==> config.mk <==
export PLATFORM = sky130hd
export DESIGN_NAME = bus_arbiter
export DESIGN_NICKNAME = d
export VERILOG_FILES = /design/src/rtl/bus_arbiter.sv
export SDC_FILE = /design/constraint.sdc
export NUM_CORES = 1
export LEC_CHECK = 0
export ABC_AREA = 1
export CAP_MARGIN = 15
export CORE_ASPECT_RATIO = 1.25
export CORE_UTILIZATION = 30
export CTS_CLUSTER_SIZE = 30
export DETAILED_ROUTE_END_ITERATION = 16
export GPL_ROUTABILITY_DRIVEN = 0
export HOLD_SLACK_MARGIN = 0.06
export PLACE_DENSITY = 0.62
export SETUP_SLACK_MARGIN = 0.15
export SLEW_MARGIN = 20
export SYNTH_ARGS = -nofsm -noshare
export SYNTH_HDL_FRONTEND = slang
export SYNTH_SLANG_ARGS = --single-unit
==> constraint.sdc <==
create_clock -name clk -period 1.8 [get_ports clk]
set_input_delay 0.18 -clock clk [delete_from_list [all_inputs] [get_ports clk]]
set_output_delay 0.18 -clock clk [all_outputs]
set_load 0.01 [all_outputs]
==> src/rtl/bus_arbiter.sv <==
// rtl/bus_arbiter.sv - round-robin arbiter for the shared four-master system bus
//
// Grants the bus to one of four masters using active-low request/grant
// handshakes. The current owner keeps the bus while it requests. When it
// releases, the next requester in rotational order (owner+1, +2, +3) takes
// over. With nobody requesting the bus stays parked on the last owner.
// A non-zero HOLD_LIMIT forces a handoff once the owner has held the bus for
// HOLD_LIMIT consecutive cycles while some other master was waiting.
//
// Ports:
//   clk          system clock, all state changes on the rising edge
//   reset        asynchronous, active-high reset (owner 0 granted)
//   mN_req_      master N bus request, active-low
//   mN_grnt_     master N grant, active-low, registered, exactly one low
//   owner        index of the granted master, registered
//   hold_expire  one-cycle pulse after a handoff forced by HOLD_LIMIT

module bus_arbiter #(
  parameter int unsigned HOLD_LIMIT = 0
) (
  input  logic       clk,
  input  logic       reset,
  input  logic       m0_req_,
  input  logic       m1_req_,
  input  logic       m2_req_,
  input  logic       m3_req_,
  output logic       m0_grnt_,
  output logic       m1_grnt_,
  output logic       m2_grnt_,
  output logic       m3_grnt_,
  output logic [1:0] owner,
  output logic       hold_expire
);

  typedef enum logic [1:0] {
    OWN0 = 2'd0,
    OWN1 = 2'd1,
    OWN2 = 2'd2,
    OWN3 = 2'd3
  } state_t;

  localparam logic       LIMIT_ON  = (HOLD_LIMIT != 0);
  localparam logic [7:0] HOLD_LAST = 8'(HOLD_LIMIT - 1);

  state_t     state_q, state_d;
  logic [3:0] grnt_q, grnt_d;
  logic [7:0] hold_cnt_q, hold_cnt_d;
  logic       hold_expire_q, hold_expire_d;

  logic [3:0] req;
  logic [1:0] own_idx;
  logic [1:0] next_idx;
  logic [1:0] rr_pick;
  logic [1:0] cand;
  logic       rr_found;
  logic       own_req;
  logic       contend;
  logic       force_handoff;

  // Active-high view of the requests, indexed by master number.
  assign req = ~{m3_req_, m2_req_, m1_req_, m0_req_};

  always_comb begin
    own_idx  = state_q;
    own_req  = req[own_idx];
    rr_found = 1'b0;
    rr_pick  = own_idx;
    cand     = own_idx;
    // Walk from the farthest candidate to the nearest so that the closest
    // requester in rotational order is the one left in rr_pick.
    for (int k = 3; k >= 1; k--) begin
      cand = own_idx + 2'(k);
      if (req[cand]) begin
        rr_found = 1'b1;
        rr_pick  = cand;
      end
    end

    contend       = LIMIT_ON && own_req && rr_found;
    force_handoff = contend && (hold_cnt_q == HOLD_LAST);

    if ((!own_req || force_handoff) && rr_found) begin
      next_idx = rr_pick;
    end else begin
      next_idx = own_idx;
    end

    if (next_idx != own_idx) begin
      hold_cnt_d = 8'd0;
    end else if (contend) begin
      hold_cnt_d = (hold_cnt_q == 8'hFF) ? 8'hFF : hold_cnt_q + 8'd1;
    end else begin
      hold_cnt_d = 8'd0;
    end

    state_d       = state_t'(next_idx);
    grnt_d        = ~(4'b0001 << next_idx);
    hold_expire_d = force_handoff;
  end

  always_ff @(posedge clk or posedge reset) begin
    if (reset) begin
      state_q       <= OWN0;
      grnt_q        <= 4'b1110;
      hold_cnt_q    <= 8'd0;
      hold_expire_q <= 1'b0;
    end else begin
      state_q       <= state_d;
      grnt_q        <= grnt_d;
      hold_cnt_q    <= hold_cnt_d;
      hold_expire_q <= hold_expire_d;
    end
  end

  assign owner       = state_q;
  assign m0_grnt_    = grnt_q[0];
  assign m1_grnt_    = grnt_q[1];
  assign m2_grnt_    = grnt_q[2];
  assign m3_grnt_    = grnt_q[3];
  assign hold_expire = hold_expire_q;

endmodule

==> results.yml, run 1 <==
global_routing:
  track_usage_pct: 12.6
  grt_pass1_vias: 445
  grt_first_pass_wirelength_mm: 1.75
  grt-ovfl-total: 0
  grt_start_max_net_pins: 9
  antenna_found_initial: 0
sta:
  finalHoldViolCount: 0
  max_freq_mhz: 651
  post-route-period-util_pct: 85.3
  period_minus_slack_ns: 1.54
  finClkSkew_ns: 0.00462
  rsz0062_at_grt: "no"
  drv_slew: 0
  fin_tns_setup_ns: 0
  timing.hold.ws_ns: 0.146
  setup_viol: 0
clock_network:
  cts_buffers: 3
  post_cts_buffers: 0
  clockBufferDepth: 2
  cts_root_buf: "clkbuf_4"
  path_clk_slew_ns: 0.05
  h-tree-depth: 1
  cts.sinks: 6
  hold_buffers: 0
  tritoncts: "yes"
  clk_latency_ns: 0.24
synth:
  ys_seq_area_share_pct: 29.4
  ys_ff_latch: 6
  synthAdderAreaFrac_pct: 0
  synthMuxAreaShare_pct: 0
  yosys.area_share.simple_pct: 52.0
  synth_xor_xnor_area_share_pct: 0
  synth_fp_nets: 93
  syn_avg_cell_area_sq_um: 6.03
  ys.warnings.count: 0
  netlist_area_sq_um: 524
  synth_top_family_by_area: "simple AND/OR/NAND/NOR gates"
  synth_cell_types: 15
  synth_area_leaders: "nand2_1, dfstp_2, dfrtp_1, nand2_2, inv_1"
  synth-compound-area-share_pct: 5.01
  post-synth-top-area-cell: "nand2_1"
  netlist.area_leader.share_pct: 27.9
  netlist_instances: 87
die:
  core_area_sq_mm: 0.00160
  dieArea_sq_mm: 0.00192
  die_y_um: 48.7
  start_util_pct: 32.7
  ios: 13
  num_rows: 16
  die_w_um: 39.4
routing:
  drtAntennaViolNets: 0
  drt_iter0_drc: 5
  wirelength_mm: 1.05
  wl_per_cell_um: 8.78
  via_count: 530
  viasPerCell: 4.42
  drc: 0
  dr.pass1.iters: 4
outcome:
  status: "complete, no violations"
layout:
  multi_input_area_sq_um: 303
  fillers: 175
  diodes: 0
  area_growth_pct: 30.3
  final_cell_mix: "nand2_1, nand2_2, clkdlybuf4s50_1"
  final_common_cell: "nand2_1"
  drive_gt1_share_pct: 25.5
  regArea_sq_um: 155
  fin_nets: 109
power:
  internal-power_uw: 688
  pwr-share-clk_pct: 9.6
  powerDensity_mw_per_mm2: 1990
  swShare_pct: 49.5
  comb_power_share_pct: 69.3
  pwr-share-seq_pct: 21.0
  net-switching-power_uw: 675
  p_leak_nw: 0.380
  vdd_ir_drop_max_v: 0.000802
place:
  port_buffers: 11
  place_hpwl_um: 829
run:
  cap_violations: 0
critical_path:
  path_max_fanout: 7
  start_kind: "flop"
  r2r_start: "owner[0]"
  cp-startpoint: "owner[0]"
  critPathCaptureType: "output pin"
  arrival_ns: 1.36
  crit_type: "reg2out"
  crit_required_ns: 1.62
hold_path:
  hold_path.class: "in2async"
==> final timing paths <==
| path | to | slack, ns | cells after the start |
|---|---|---|---|
| worst max-delay path | owner[0] | 0.26 | 2 |
| worst min-delay path | owner[1] | 0.15 | 2 |
| worst max register to register | grnt_q[0] | 0.32 | 11 |
| worst min register to register | owner[0] | 0.75 | 3 |
| max in group asynchronous | grnt_q[2] | 1.40 | 2 |
| min in group clk | owner[0] | 0.75 | 3 |
==> power groups by stage <==
stage / combinational (mW) / clock, mW / sequential [mW]
detailed placement: 0.942 / 0 / 0.284
CTS: 0.947 / 0.139 / 0.283
global placement: 0.942 / 0 / 0.282
global route: 1.07 / 0.143 / 0.299
finish: 0.945 / 0.131 / 0.287
floorplan: 0.689 / 0 / 0.293
==> critical path, stage by stage, from the launching register on <==
cell             delay [ns]
dfrtp_2                0.45
buf_4                  0.15
clkdlybuf4s50_1        0.52
==> sequential cells by signal, indices dropped and copies added, names as in the netlist <==
signal,cells
grnt_q,4
owner,2
==> metal layers <==
metal,up-vias,share of wire (%),global-route usage [%]
met5,-,0,0
met4,0,0.76,5.17
met3,2,3.7,2.75
met2,11,49,20.8
met1,230,46,14.9
li1,287,-,-
==> layout make-up <==
cell class	instances	area share [%]
clock buffers	4	3.85
inverters	13	7.51
multi-input cells	66	44.3
flip-flops and latches	6	22.7
well taps	18	3.30
repair buffers	13	18.3
==> through the flow <==
step / power [mW] / cells / utilization, % / instance area (sq um) / setup WS [ns]
floorplan: 0.982 / 87 / - / 524 / 0.433
global placement: 1.22 / 116 / 40.8 / 653 / 0.217
detailed placement: 1.23 / 116 / 40.8 / 653 / 0.202
CTS: 1.37 / 120 / 42.4 / 679 / 0.181
global route: 1.51 / 120 / 42.7 / 683 / 0.171
finish: 1.36 / 120 / 42.7 / 683 / 0.265
==> repair_timing <==
item | CTS | global route
endpoints found under the setup margin | 0 | 3
resized for setup | 0 | 2
endpoints found under the hold margin | 0 | 0
==> cells by family (layout without fill, tap and decap cells) <==
group / count (synthesis) / in the layout
AND/OR/NAND/NOR: 62 / 62
buffers and inverters: 15 / 30
flip-flops: 6 / 6
AO/OA/AOI/OAI: 3 / 3
other: 1 / 1
==> Yosys cell counts <==
cell,number
nand2_1,39
nand2_2,12
inv_1,10
nand3_1,6
nor2_1,4
dfrtp_1,3
dfstp_2,3
inv_2,3
a21oi_1,1
a21oi_4,1
buf_4,1
buf_6,1
conb_1,1
nor2_2,1
o21ai_0,1
Note: power is estimated with default switching activity, not from simulation.
==> inputs of run 2 (changes only) <==
- CTS_CLUSTER_DIAMETER: not set -> 150
- SLEW_MARGIN: 20 -> not set
==> results of run 2 <==
No change in the layout: final DEF, timing and power equal those of run 1.
==> inputs of run 3 (changes only) <==
- REMOVE_ABC_BUFFERS: not set -> 1
==> results.yml, run 3 (same netlist as run 1, synthesis figures left out) <==
critical_path:
  critPathCaptureType: "output pin"
  start_kind: "flop"
  crit_type: "reg2out"
  worst_path_max_delay_cell: "clkdlybuf4s50_1"
  crit_required_ns: 1.62
  path_max_fanout: 8
  cp_cell_sequence: "buf_4 > clkdlybuf4s50_1"
  cpPeakStageDelay_ns: 0.53
  arrival_ns: 1.39
global_routing:
  grt_start_max_net_pins: 9
  grt-ovfl-total: 0
  grt_use_met2_pct: 19.7
  grt_first_pass_wirelength_mm: 1.77
  busiest_layer: "met2"
  antenna_found_initial: 0
  track_usage_pct: 12.5
  grt_pass1_vias: 450
  grtUsageMet3_pct: 2.75
  met1_usage_pct: 16.8
clock_network:
  tritoncts: "yes"
  post_cts_buffers: 0
  hold_buffers: 0
  cts_root_buf: "clkbuf_4"
  path_clk_slew_ns: 0.05
  cts_buffers: 3
  clockBufferDepth: 2
  h-tree-depth: 1
  clk_latency_ns: 0.24
  cts.sinks: 6
routing:
  drt_iter0_drc: 10
  wirelength_um: 992
  drc: 0
  wl_per_cell_um: 8.34
  dr.pass1.iters: 4
  drtAntennaViolNets: 0
  via_count: 519
  viasPerCell: 4.36
layout:
  drive_gt1_share_pct: 24.8
  fin_nets: 108
  diodes: 0
  fillers: 196
  finalInstanceArea_sq_um: 676
  area_growth_pct: 28.9
  top_register: "grnt_q"
  final_cell_mix: "nand2_1, nand2_2, clkdlybuf4s50_1"
  final_common_cell: "nand2_1"
  largest_register_ffs: 4
  multi_input_area_sq_um: 303
  regArea_sq_um: 155
sta:
  period_minus_slack_ns: 1.57
  timing.hold.ws_ns: 0.148
  finClkSkew_ns: 0.00286
  finalHoldViolCount: 0
  fin_tns_setup_ns: 0
  rsz0062_at_grt: "no"
  drv_slew: 0
  setup_viol: 0
  post-route-period-util_pct: 87.3
  max_freq_mhz: 637
place:
  place_area_sq_um: 646
  port_buffers: 11
  place_hpwl_um: 820
run:
  cap_violations: 0
outcome:
  status: "complete, no violations"
die:
  start_util_pct: 32.7
  die_y_um: 48.7
  die_w_um: 39.4
  num_rows: 16
  ios: 13
  core_area_sq_mm: 0.00160
  dieArea_sq_mm: 0.00192
power:
  powerDensity_mw_per_mm2: 1990
  p_leak_nw: 0.375
  vdd_ir_drop_max_v: 0.000739
hold_path:
  hold_path.class: "in2async"
-- run 3: changes by cell type in the layout (fill, tap and decap cells not counted) --
cell   delta
buf_4     -1
-- run 3: layer usage --
metal	wire length, um	vias to the layer above
li1	-	283
met1	452	225
met2	513	11
met3	26	0
met4	0	0
met5	0	-
-- run 3: timing repair --
action,in CTS,in global routing
cloned,0,0
endpoints found under the setup margin,1,1
resized for setup,1,1
-- run 3: final timing paths --
path	from	endpoint	slack [ns]	cells after the start
max in group asynchronous	reset	grnt_q[3]	1.40	2
hold / removal	reset	owner[1]	0.15	2
hold reg to reg	owner[0]	owner[0]	0.67	2
setup reg to reg	owner[0]	grnt_q[0]	0.32	11
setup / recovery	owner[0]	owner[0]	0.23	2
min in group clk	owner[0]	owner[0]	0.67	2
-- run 3: per-stage QoR --
| stage | utilization, % | cells | power, mW | setup slack [ns] |
|---|---|---|---|---|
| floorplan | - | 85 | 0.954 | 0.281 |
| global placement | 40.3 | 115 | 1.20 | 0.238 |
| detailed placement | 40.3 | 115 | 1.21 | 0.212 |
| CTS | 42.0 | 119 | 1.35 | 0.224 |
| global route | 42.2 | 119 | 1.50 | 0.165 |
| finish | 42.2 | 119 | 1.34 | 0.229 |
-- run 3: area by class of cell --
| cell class | count | share of cell area (%) |
|---|---|---|
| inverter | 13 | 7.59 |
| timing repair buffer | 12 | 17.4 |
| multi-input combinational | 66 | 44.8 |
| clock buffer | 4 | 3.89 |
| tap | 18 | 3.33 |
| sequential | 6 | 23.0 |
-- run 3: worst max-delay path, delay by kind of cell (launching register included) --
family,cells,cell delay [ns]
buffers and inverters,2,0.70
DFF,1,0.45
-- run 3: where the power goes --
group	internal, mW	total (mW)	switching (mW)
registers	0.223	0.286	0.0637
clock network	0.0838	0.130	0.0463
logic	0.369	0.926	0.557
